### src/rtl/pc_ret_stack16_if.sv
// Control/status bundle between the control unit and the PC sequencer.
// Optional wrap flag exists only when PC_WRAP_TRAP_EN is defined.
interface pc_ret_stack16_if #(
  parameter int WIDTH = 16
);
  logic [WIDTH-1:0] in;
  logic             clr;
  logic             ret;
  logic             call;
  logic             load;
  logic             inc;
  logic [WIDTH-1:0] out;
  logic             stk_full;
  logic             stk_empty;
  logic             stk_err;
`ifdef PC_WRAP_TRAP_EN
  logic             wrap;
`endif

`ifdef PC_WRAP_TRAP_EN
  modport master (
    output in, clr, ret, call, load, inc,
    input  out, stk_full, stk_empty, stk_err, wrap
  );
  modport slave (
    input  in, clr, ret, call, load, inc,
    output out, stk_full, stk_empty, stk_err, wrap
  );
`else
  modport master (
    output in, clr, ret, call, load, inc,
    input  out, stk_full, stk_empty, stk_err
  );
  modport slave (
    input  in, clr, ret, call, load, inc,
    output out, stk_full, stk_empty, stk_err
  );
`endif
endinterface

### src/rtl/pc_ret_stack16.sv
// PC sequencer with clear/jump/increment/hold and a small return-address stack.
// Define PC_WRAP_TRAP_EN to add the sticky wrap flag on the interface.
module pc_ret_stack16 #(
  parameter int WIDTH       = 16,
  parameter int STACK_DEPTH = 4
) (
  input  logic             clk,
  input  logic             rst_n,
  pc_ret_stack16_if.slave  bus
);

  localparam int PTR_W = $clog2(STACK_DEPTH);
  localparam int CNT_W = PTR_W + 1;

  typedef enum logic [2:0] {
    ACT_HOLD,
    ACT_CLR,
    ACT_RET,
    ACT_CALL,
    ACT_LOAD,
    ACT_INC
  } action_t;

  action_t          action;
  logic [WIDTH-1:0] pc_q;
  logic [WIDTH-1:0] pc_d;
  logic [WIDTH-1:0] pc_plus1;
  logic [CNT_W-1:0] count_q;
  logic [CNT_W-1:0] count_d;
  logic             err_q;
  logic             err_d;
  logic [WIDTH-1:0] stack_mem [STACK_DEPTH];
  logic [PTR_W-1:0] push_idx;
  logic [PTR_W-1:0] top_idx;
  logic             push_en;
  logic             is_full;
  logic             is_empty;
  logic             pc_all_ones;

  assign pc_plus1    = pc_q + WIDTH'(1);
  assign pc_all_ones = &pc_q;
  assign is_full     = (count_q == CNT_W'(STACK_DEPTH));
  assign is_empty    = (count_q == '0);
  // Low pointer bits wrap to 0 at full, so top = ptr-1 stays correct there too.
  assign push_idx    = count_q[PTR_W-1:0];
  assign top_idx     = count_q[PTR_W-1:0] - PTR_W'(1);

  // Resolve the single winning action for this cycle by fixed priority.
  always_comb begin
    action = ACT_HOLD;
    if (bus.clr)       action = ACT_CLR;
    else if (bus.ret)  action = ACT_RET;
    else if (bus.call) action = ACT_CALL;
    else if (bus.load) action = ACT_LOAD;
    else if (bus.inc)  action = ACT_INC;
  end

  always_comb begin
    pc_d    = pc_q;
    count_d = count_q;
    err_d   = err_q;
    push_en = 1'b0;
    case (action)
      ACT_CLR: begin
        pc_d    = '0;
        count_d = '0;
        err_d   = 1'b0;
      end
      ACT_RET: begin
        if (is_empty) begin
          err_d = 1'b1;
        end else begin
          pc_d    = stack_mem[top_idx];
          count_d = count_q - CNT_W'(1);
        end
      end
      ACT_CALL: begin
        if (is_full) begin
          err_d = 1'b1;
        end else begin
          push_en = 1'b1;
          pc_d    = bus.in;
          count_d = count_q + CNT_W'(1);
        end
      end
      ACT_LOAD: pc_d = bus.in;
      ACT_INC:  pc_d = pc_plus1;
      default:  ;
    endcase
  end

  always_ff @(posedge clk or negedge rst_n) begin
    if (!rst_n) begin
      pc_q    <= '0;
      count_q <= '0;
      err_q   <= 1'b0;
    end else begin
      pc_q    <= pc_d;
      count_q <= count_d;
      err_q   <= err_d;
    end
  end

  // Entry contents need no reset; the count alone decides what is valid.
  always_ff @(posedge clk) begin
    if (push_en) stack_mem[push_idx] <= pc_plus1;
  end

`ifdef PC_WRAP_TRAP_EN
  logic wrap_q;
  logic wrap_d;

  // Only an actual increment or an actual push can wrap; overflowed calls cannot.
  always_comb begin
    wrap_d = wrap_q;
    if (action == ACT_CLR)
      wrap_d = 1'b0;
    else if ((action == ACT_INC || push_en) && pc_all_ones)
      wrap_d = 1'b1;
  end

  always_ff @(posedge clk or negedge rst_n) begin
    if (!rst_n) wrap_q <= 1'b0;
    else        wrap_q <= wrap_d;
  end

  assign bus.wrap = wrap_q;
`else
  logic unused_all_ones;
  assign unused_all_ones = pc_all_ones;
`endif

  assign bus.out       = pc_q;
  assign bus.stk_full  = is_full;
  assign bus.stk_empty = is_empty;
  assign bus.stk_err   = err_q;

  count_in_range: assert property (@(posedge clk) disable iff (!rst_n)
    count_q <= CNT_W'(STACK_DEPTH));

endmodule

### src/flat_wrapper.sv
// flat-port wrapper written by rule: the top's interface ports become plain ports
module pc_ret_stack16_flat 
#(
  parameter int WIDTH       = 16,
  parameter int STACK_DEPTH = 4
)
  (clk, rst_n, bus_in, bus_clr, bus_ret, bus_call, bus_load, bus_inc, bus_out, bus_stk_full, bus_stk_empty, bus_stk_err);
  pc_ret_stack16_if #(.WIDTH(WIDTH)) bus_i ();
  input  logic clk;
  input  logic rst_n;
  input wire logic [$bits(bus_i.in)-1:0] bus_in;
  input wire logic [$bits(bus_i.clr)-1:0] bus_clr;
  input wire logic [$bits(bus_i.ret)-1:0] bus_ret;
  input wire logic [$bits(bus_i.call)-1:0] bus_call;
  input wire logic [$bits(bus_i.load)-1:0] bus_load;
  input wire logic [$bits(bus_i.inc)-1:0] bus_inc;
  output wire logic [$bits(bus_i.out)-1:0] bus_out;
  output wire logic [$bits(bus_i.stk_full)-1:0] bus_stk_full;
  output wire logic [$bits(bus_i.stk_empty)-1:0] bus_stk_empty;
  output wire logic [$bits(bus_i.stk_err)-1:0] bus_stk_err;
  assign bus_i.in = bus_in;
  assign bus_i.clr = bus_clr;
  assign bus_i.ret = bus_ret;
  assign bus_i.call = bus_call;
  assign bus_i.load = bus_load;
  assign bus_i.inc = bus_inc;
  assign bus_out = bus_i.out;
  assign bus_stk_full = bus_i.stk_full;
  assign bus_stk_empty = bus_i.stk_empty;
  assign bus_stk_err = bus_i.stk_err;
  pc_ret_stack16 #(.WIDTH(WIDTH), .STACK_DEPTH(STACK_DEPTH)) u_core (.clk(clk), .rst_n(rst_n), .bus(bus_i));
endmodule
### config.mk
export PLATFORM = sky130hd
export DESIGN_NAME = pc_ret_stack16_flat
export DESIGN_NICKNAME = d
export VERILOG_FILES = /design/src/rtl/pc_ret_stack16_if.sv /design/src/rtl/pc_ret_stack16.sv /design/src/flat_wrapper.sv
export SDC_FILE = /design/constraint.sdc
export NUM_CORES = 1
export LEC_CHECK = 0
export ABC_AREA = 1
export CAP_MARGIN = 15
export CORE_AREA = 3 3 91 102
export CTS_CLUSTER_SIZE = 12
export DETAILED_ROUTE_END_ITERATION = 12
export DIE_AREA = 0 0 94 105
export HOLD_SLACK_MARGIN = 0.15
export PLACE_DENSITY = 0.73
export SYNTH_ARGS = -nofsm -noshare
export SYNTH_HDL_FRONTEND = slang
export SYNTH_SLANG_ARGS = --single-unit
### constraint.sdc
create_clock -name clk -period 2.1 [get_ports clk]
set_input_delay 0.315 -clock clk [delete_from_list [all_inputs] [get_ports clk]]
set_output_delay 0.315 -clock clk [all_outputs]
set_load 0.01 [all_outputs]
==> run metrics, run 1 <==
I/O Buffers=41; Routed WL per cell=15.3 µm; worst hold margin=about 320 ps; Ys Warns=0; M1 GR Usage=29.8%; Die H=around 110 µm; worst reg2reg path depth=10; Routed Antenna Nets=0; Rel. slew slack=70.0%; Row Count=35; die area=between 9000 and 10,000 µm²; die width=about 94 µm; endpoints failing hold=0; FF+latch count, synth=84; Cells after Synth=450; area leader, netlist=edfxtp_1; layout cell share with drive strength beyond 1=between 10% and 20%; ys flop type=edfxtp_1; Critical Path Start Type=register; Initial Utilization=51.0%; Setup Crit Path Kind=register to register; RR Endpoint=u_core.bus.out[0]; Crit Path Max Fanout=12; CTS Buffer Depth=2; power per cell area=1180 nW/µm²; Starting DRT DRC Count=~270; fillcell total=~730; CTS tree=built; leakage power=2.10 nW; GRT Util Overall=a little over a fifth; DP Cell Count=roughly 600; distinct cell type count of the synthesized netlist=33; IR Drop Worst-Case VDD=between 0.0005 and 0.0006 V; DR vias=between 3k and 4k; max-cap violations=0; TritonCTS buffer count=9; synth cell count leaders=nand2_1, edfxtp_1, nor2_1; GR Layer Usage met3=under 10%; Synth-to-Final Area Change=19.4%; Crit. End Element=register; GRT met2 Usage=~33%; R2R Setup Slk=~250 ps; FMAX=approximately 0.54 GHz; Worst-path clk slew=about 90 ps; H-tree levels=3; fin crit period=around 1900 ps; Slew Limit Fails=0; Syn Std Cell Area=4240 µm²; DRT Pass-1 Iters=5; Setup Viol. Count Final=0; Final period util=between 80% and 90%; core area=8320 µm²; Hold Buf Count CTS=0; Synth area leaders=edfxtp_1, dfrtp_1, nand2_1; sequential area share after synthesis=approximately 57%; unrepaired setup endpoints after global routing=no; pin count of the biggest net entering global routing=36; Placer Congestion=between 0.9 and 1; crit path DAT=2100 ps; crit path launch=u_core.count_q[1]; min-delay worst type=input port to async pin; Non-Filler Instances=just over 600; antenna violations before repair=0; Clock Skew=about 13 ps; total congestion overflow=0; Syn Nets=479; count leader, synth=nand2_1; n_diodes=0; post-DR vias/cell=~5.2; Slew @ Worst Pin=between 400 and 500 ps; # IOs=42; worst r2r src=u_core.count_q[1]; area post-placement=4860 µm²; outcome=completed; drt drc=0; Post-synth EDFFs=64; worst setup path end=u_core.bus.out[0]; busiest metal layer after global routing=met2; Total Power=around 6.0 mW; Clock Latency Late Sink=340 ps; Syn Area/Cell=approximately 9.4 µm²; fin area=between 5000 and 6000 µm²; ys async rst share=23.8%; DRT Wirelength=roughly 9600 µm; vias in the first global route=between 3k and 4k; Clock Sinks=84; Synth top area share=between 40% and 50%; first-pass GRT wire length=roughly 16,000 µm; Root Buffer=clkbuf_8; fin util=between 60 and 70%; Detail Placement HPWL=approximately 7000 µm; Worst Path Required=approximately 2300 ps; Layout Nets=between 500 and 600
## sequential cells by signal (all words and copies together) (netlist names)
register	count
u_core.bus.out	16
u_core.bus.stk_err	1
u_core.stack_mem	64
u_core.count_q	3
## through the flow
step / setup slack, ps / setup TNS (ps)
finish: 248 / 0
global placement: 122 / 0
detailed placement: 46.0 / 0
CTS: 9.41 / 0
floorplan: -159 / -10140
global route: 58.2 / 0
## worst min path at each step
stage / to / slack [ps] / cells after the start
2_1_floorplan: u_core.bus.out[0] / 20 / 0
3_3_place_gp: u_core.bus.stk_err / 510 / 2
3_5_place_dp: u_core.bus.out[1] / 530 / 2
4_1_cts: u_core.bus.out[7] / 310 / 2
5_1_grt: u_core.bus.out[1] / 320 / 2
6_report: u_core.bus.out[7] / 320 / 2
## per-layer routing
| metal | up-vias | routed length [µm] |
|---|---|---|
| met3 | 13 | 401 |
| met5 | - | 0 |
| met4 | 0 | 166 |
| met1 | 1500 | 4340 |
| li1 | 1619 | - |
| met2 | 83 | 4640 |
## cell type report
class                   instances  area, µm²  area share (%)
flip-flops and latches         84       2420            47.8
multi-input cells             314       1600            31.5
repair buffers                 60        567            11.2
inverters                      38        146            2.89
well taps                     111        139            2.74
clock buffers                  10        128            2.52
clock inverters                 6       71.3            1.41
## cells in the final DEF, fill, tap and decap left out, types with 2 or more instances in the layout
cell,n
dfrtp_1,20
and2_1,7
buf_4,18
clkinvlp_4,2
nand2_2,13
xnor2_1,2
nor2_1,52
clkdlybuf4s50_1,39
nand2_1,122
nand3_2,2
nor2_8,3
ha_1,5
inv_2,8
nand4_1,5
inv_6,2
o21ai_1,5
nand3_1,37
nor2_2,2
xor2_1,3
nand3_4,2
o21ai_0,30
inv_1,29
edfxtp_1,64
clkbuf_8,9
nand2_4,2
o22ai_1,15
## cells by family after synthesis
group	synth area share, %
xor+xnor	1.03
flops	57.1
fa+ha+maj	1.95
compound gates	7.22
buf+inv	5.34
simple gates	27.4
## critical path, cell delays in order (launching register included)
cell        delay, ps
dfrtp_1           400
inv_2              80
ha_1              330
clkinvlp_4        250
buf_4             220
o21ai_0            60
o22ai_1           130
nand2_1            90
nand3_1            90
nand2_1            60
nand2_1            40
## report_power, final
part | internal [mW] | leakage [nW] | switching (mW) | total (mW)
combinational | 0.952 | 1.15 | 1.51 | 2.46
clock | 0.565 | 0.0992 | 0.586 | 1.15
sequential | 2.17 | 0.848 | 0.229 | 2.40
## timing repair
| item | CTS | global route |
|---|---|---|
| buffers inserted | 0 | 1 |
| endpoints found under the setup margin | 2 | 5 |
| resized for setup | 2 | 2 |
No activity file was read; power rests on OpenSTA's default activity.
==> run 2: changes to the inputs <==
CORE_AREA = 3 3 114 83   (was 3 3 91 102)
DIE_AREA = 0 0 117 86   (was 0 0 94 105)
==> run metrics, run 2 (synthesized netlist as in run 1, its figures left out) <==
Clock Skew=approximately 4.2 ps; endpoints failing hold=0; Detail Placement HPWL=between 7000 and 8000 µm; layout cell share with drive strength beyond 1=between 10 and 15%; pin count of the biggest net entering global routing=36; first-pass GRT wire length=about 16,000 µm; Placer Congestion=between 0.8 and 0.9; min-delay worst type=input port to async pin; Worst Path Buf+Inv=3; Root Buffer=clkbuf_16; Die H=86 µm; Hold Buf Count CTS=0; Synth-to-Final Area Change=21.9%; CP peak stage delay=around 420 ps; die area=10,100 µm²; DRT Pass-1 Iters=5; Layout Nets=about 530; worst r2r src=u_core.count_q[1]; RR Endpoint=u_core.bus.out[6]; total congestion overflow=0; most frequent cells in the layout=nand2_1, edfxtp_1, nor2_1; TritonCTS buffer count=9; die width=between 100 and 150 µm; FF+latch area=around 2400 µm²; GRT Util Overall=between 20% and 30%; # IOs=between 40 and 50; setup TNS=0 ps; Row Count=28; Setup Viol. Count Final=0; outcome=completed; Place WS=-13.0 ps; DR vias=3,296; post-DR vias/cell=around 5.4; Largest register FFs=64; Final period util=around 91%; Worst Path Required=1780 ps; vias in the first global route=3,100; Initial Utilization=between 50% and 60%; Rel. slew slack=a little under three quarters; Setup Crit Path Kind=register to primary output; CP max-delay cell=dfrtp_1; area of the multi-input gates=roughly 1600 µm²; DRT Wirelength=around 10,000 µm; Largest delay share family, worst path=buffers and inverters; Clock Latency Late Sink=around 340 ps; Slew @ Worst Pin=428 ps; fin crit period=roughly 1900 ps; Crit Path Max Fanout=4; antenna violations before repair=0; crit path DAT=1590 ps; leakage power=roughly 2.1 nW; n_diodes=0; Critical Path Start Type=register; Final WS setup=194 ps; fin util=61.5%; Starting DRT DRC Count=315; Clock Sinks=84; Routed WL per cell=16.8 µm; Routed Antenna Nets=0; I/O Buffers=41; unrepaired setup endpoints after global routing=no; Biggest register=u_core.stack_mem; R2R Setup Slk=280 ps; Crit. End Element=primary output; worst reg2reg path depth=10; power per cell area=between 1000 and 1500 nW/µm²; FMAX=0.525 GHz; drt drc=0; Total Power=roughly 6.5 mW; fillcell total=~700; max-cap violations=0; worst path cell trace=inv_2 -> ha_1 -> inv_1 -> nor2_1 -> dlygate4sd2_1; Worst-path clk slew=about 60 ps; H-tree levels=3; commonest non-fill, non-tap cell in the layout=nand2_1; core area=~8400 µm²; Slew Limit Fails=0; CTS tree=built; IR Drop Worst-Case VDD=roughly 0.00079 V; CTS Buffer Depth=2
run 2: repair_timing:
action	in CTS	in global routing
endpoints found under the hold margin	0	0
resized for setup	3	0
setup buffers	0	0
endpoints found under the setup margin	2	0
run 2: worst max path at each step:
stage | slack (ps) | from | to | depth (start not counted)
after CTS | 170 | u_core.count_q[1] | bus_stk_empty | 5
after global placement | 120 | bus_call | u_core.bus.out[9] | 10
after global routing | 80 | u_core.count_q[1] | bus_stk_empty | 5
final | 190 | u_core.count_q[1] | bus_stk_empty | 5
after floorplan | -160 | u_core.count_q[0] | u_core.stack_mem[1][0] | 7
after detailed placement | -10 | bus_call | u_core.stack_mem[1][5] | 6
run 2: per-stage QoR:
step	area, µm²	hold slack (ps)	cells
detailed placement	4890	524	599
floorplan	4240	19.4	450
global route	5170	345	615
CTS	5170	323	615
finish	5170	323	615
global placement	4890	523	599
run 2: area by class of cell:
class                      count  share of cell area (%)
clock buffer                  11                    4.50
clock inverter                 5                    1.02
inverter                      38                    2.76
multi-input combinational    314                    30.8
sequential                    84                    46.8
tap                          105                    2.54
timing repair buffer          58                    11.6
run 2: where the power goes:
group / internal, mW / total (mW) / switching, mW / leakage, nW
clock network: 0.915 / 1.52 / 0.602 / 0.141
registers: 2.17 / 2.41 / 0.238 / 0.848
logic: 0.976 / 2.56 / 1.59 / 1.14
run 2: layer usage:
metal  vias up  wire length, µm  track usage, %
li1       1619                -               -
met2        98             4490            30.4
met5         -                0               0
met4         0               99            5.73
met1      1568             5190            34.5
met3        11              550            4.87
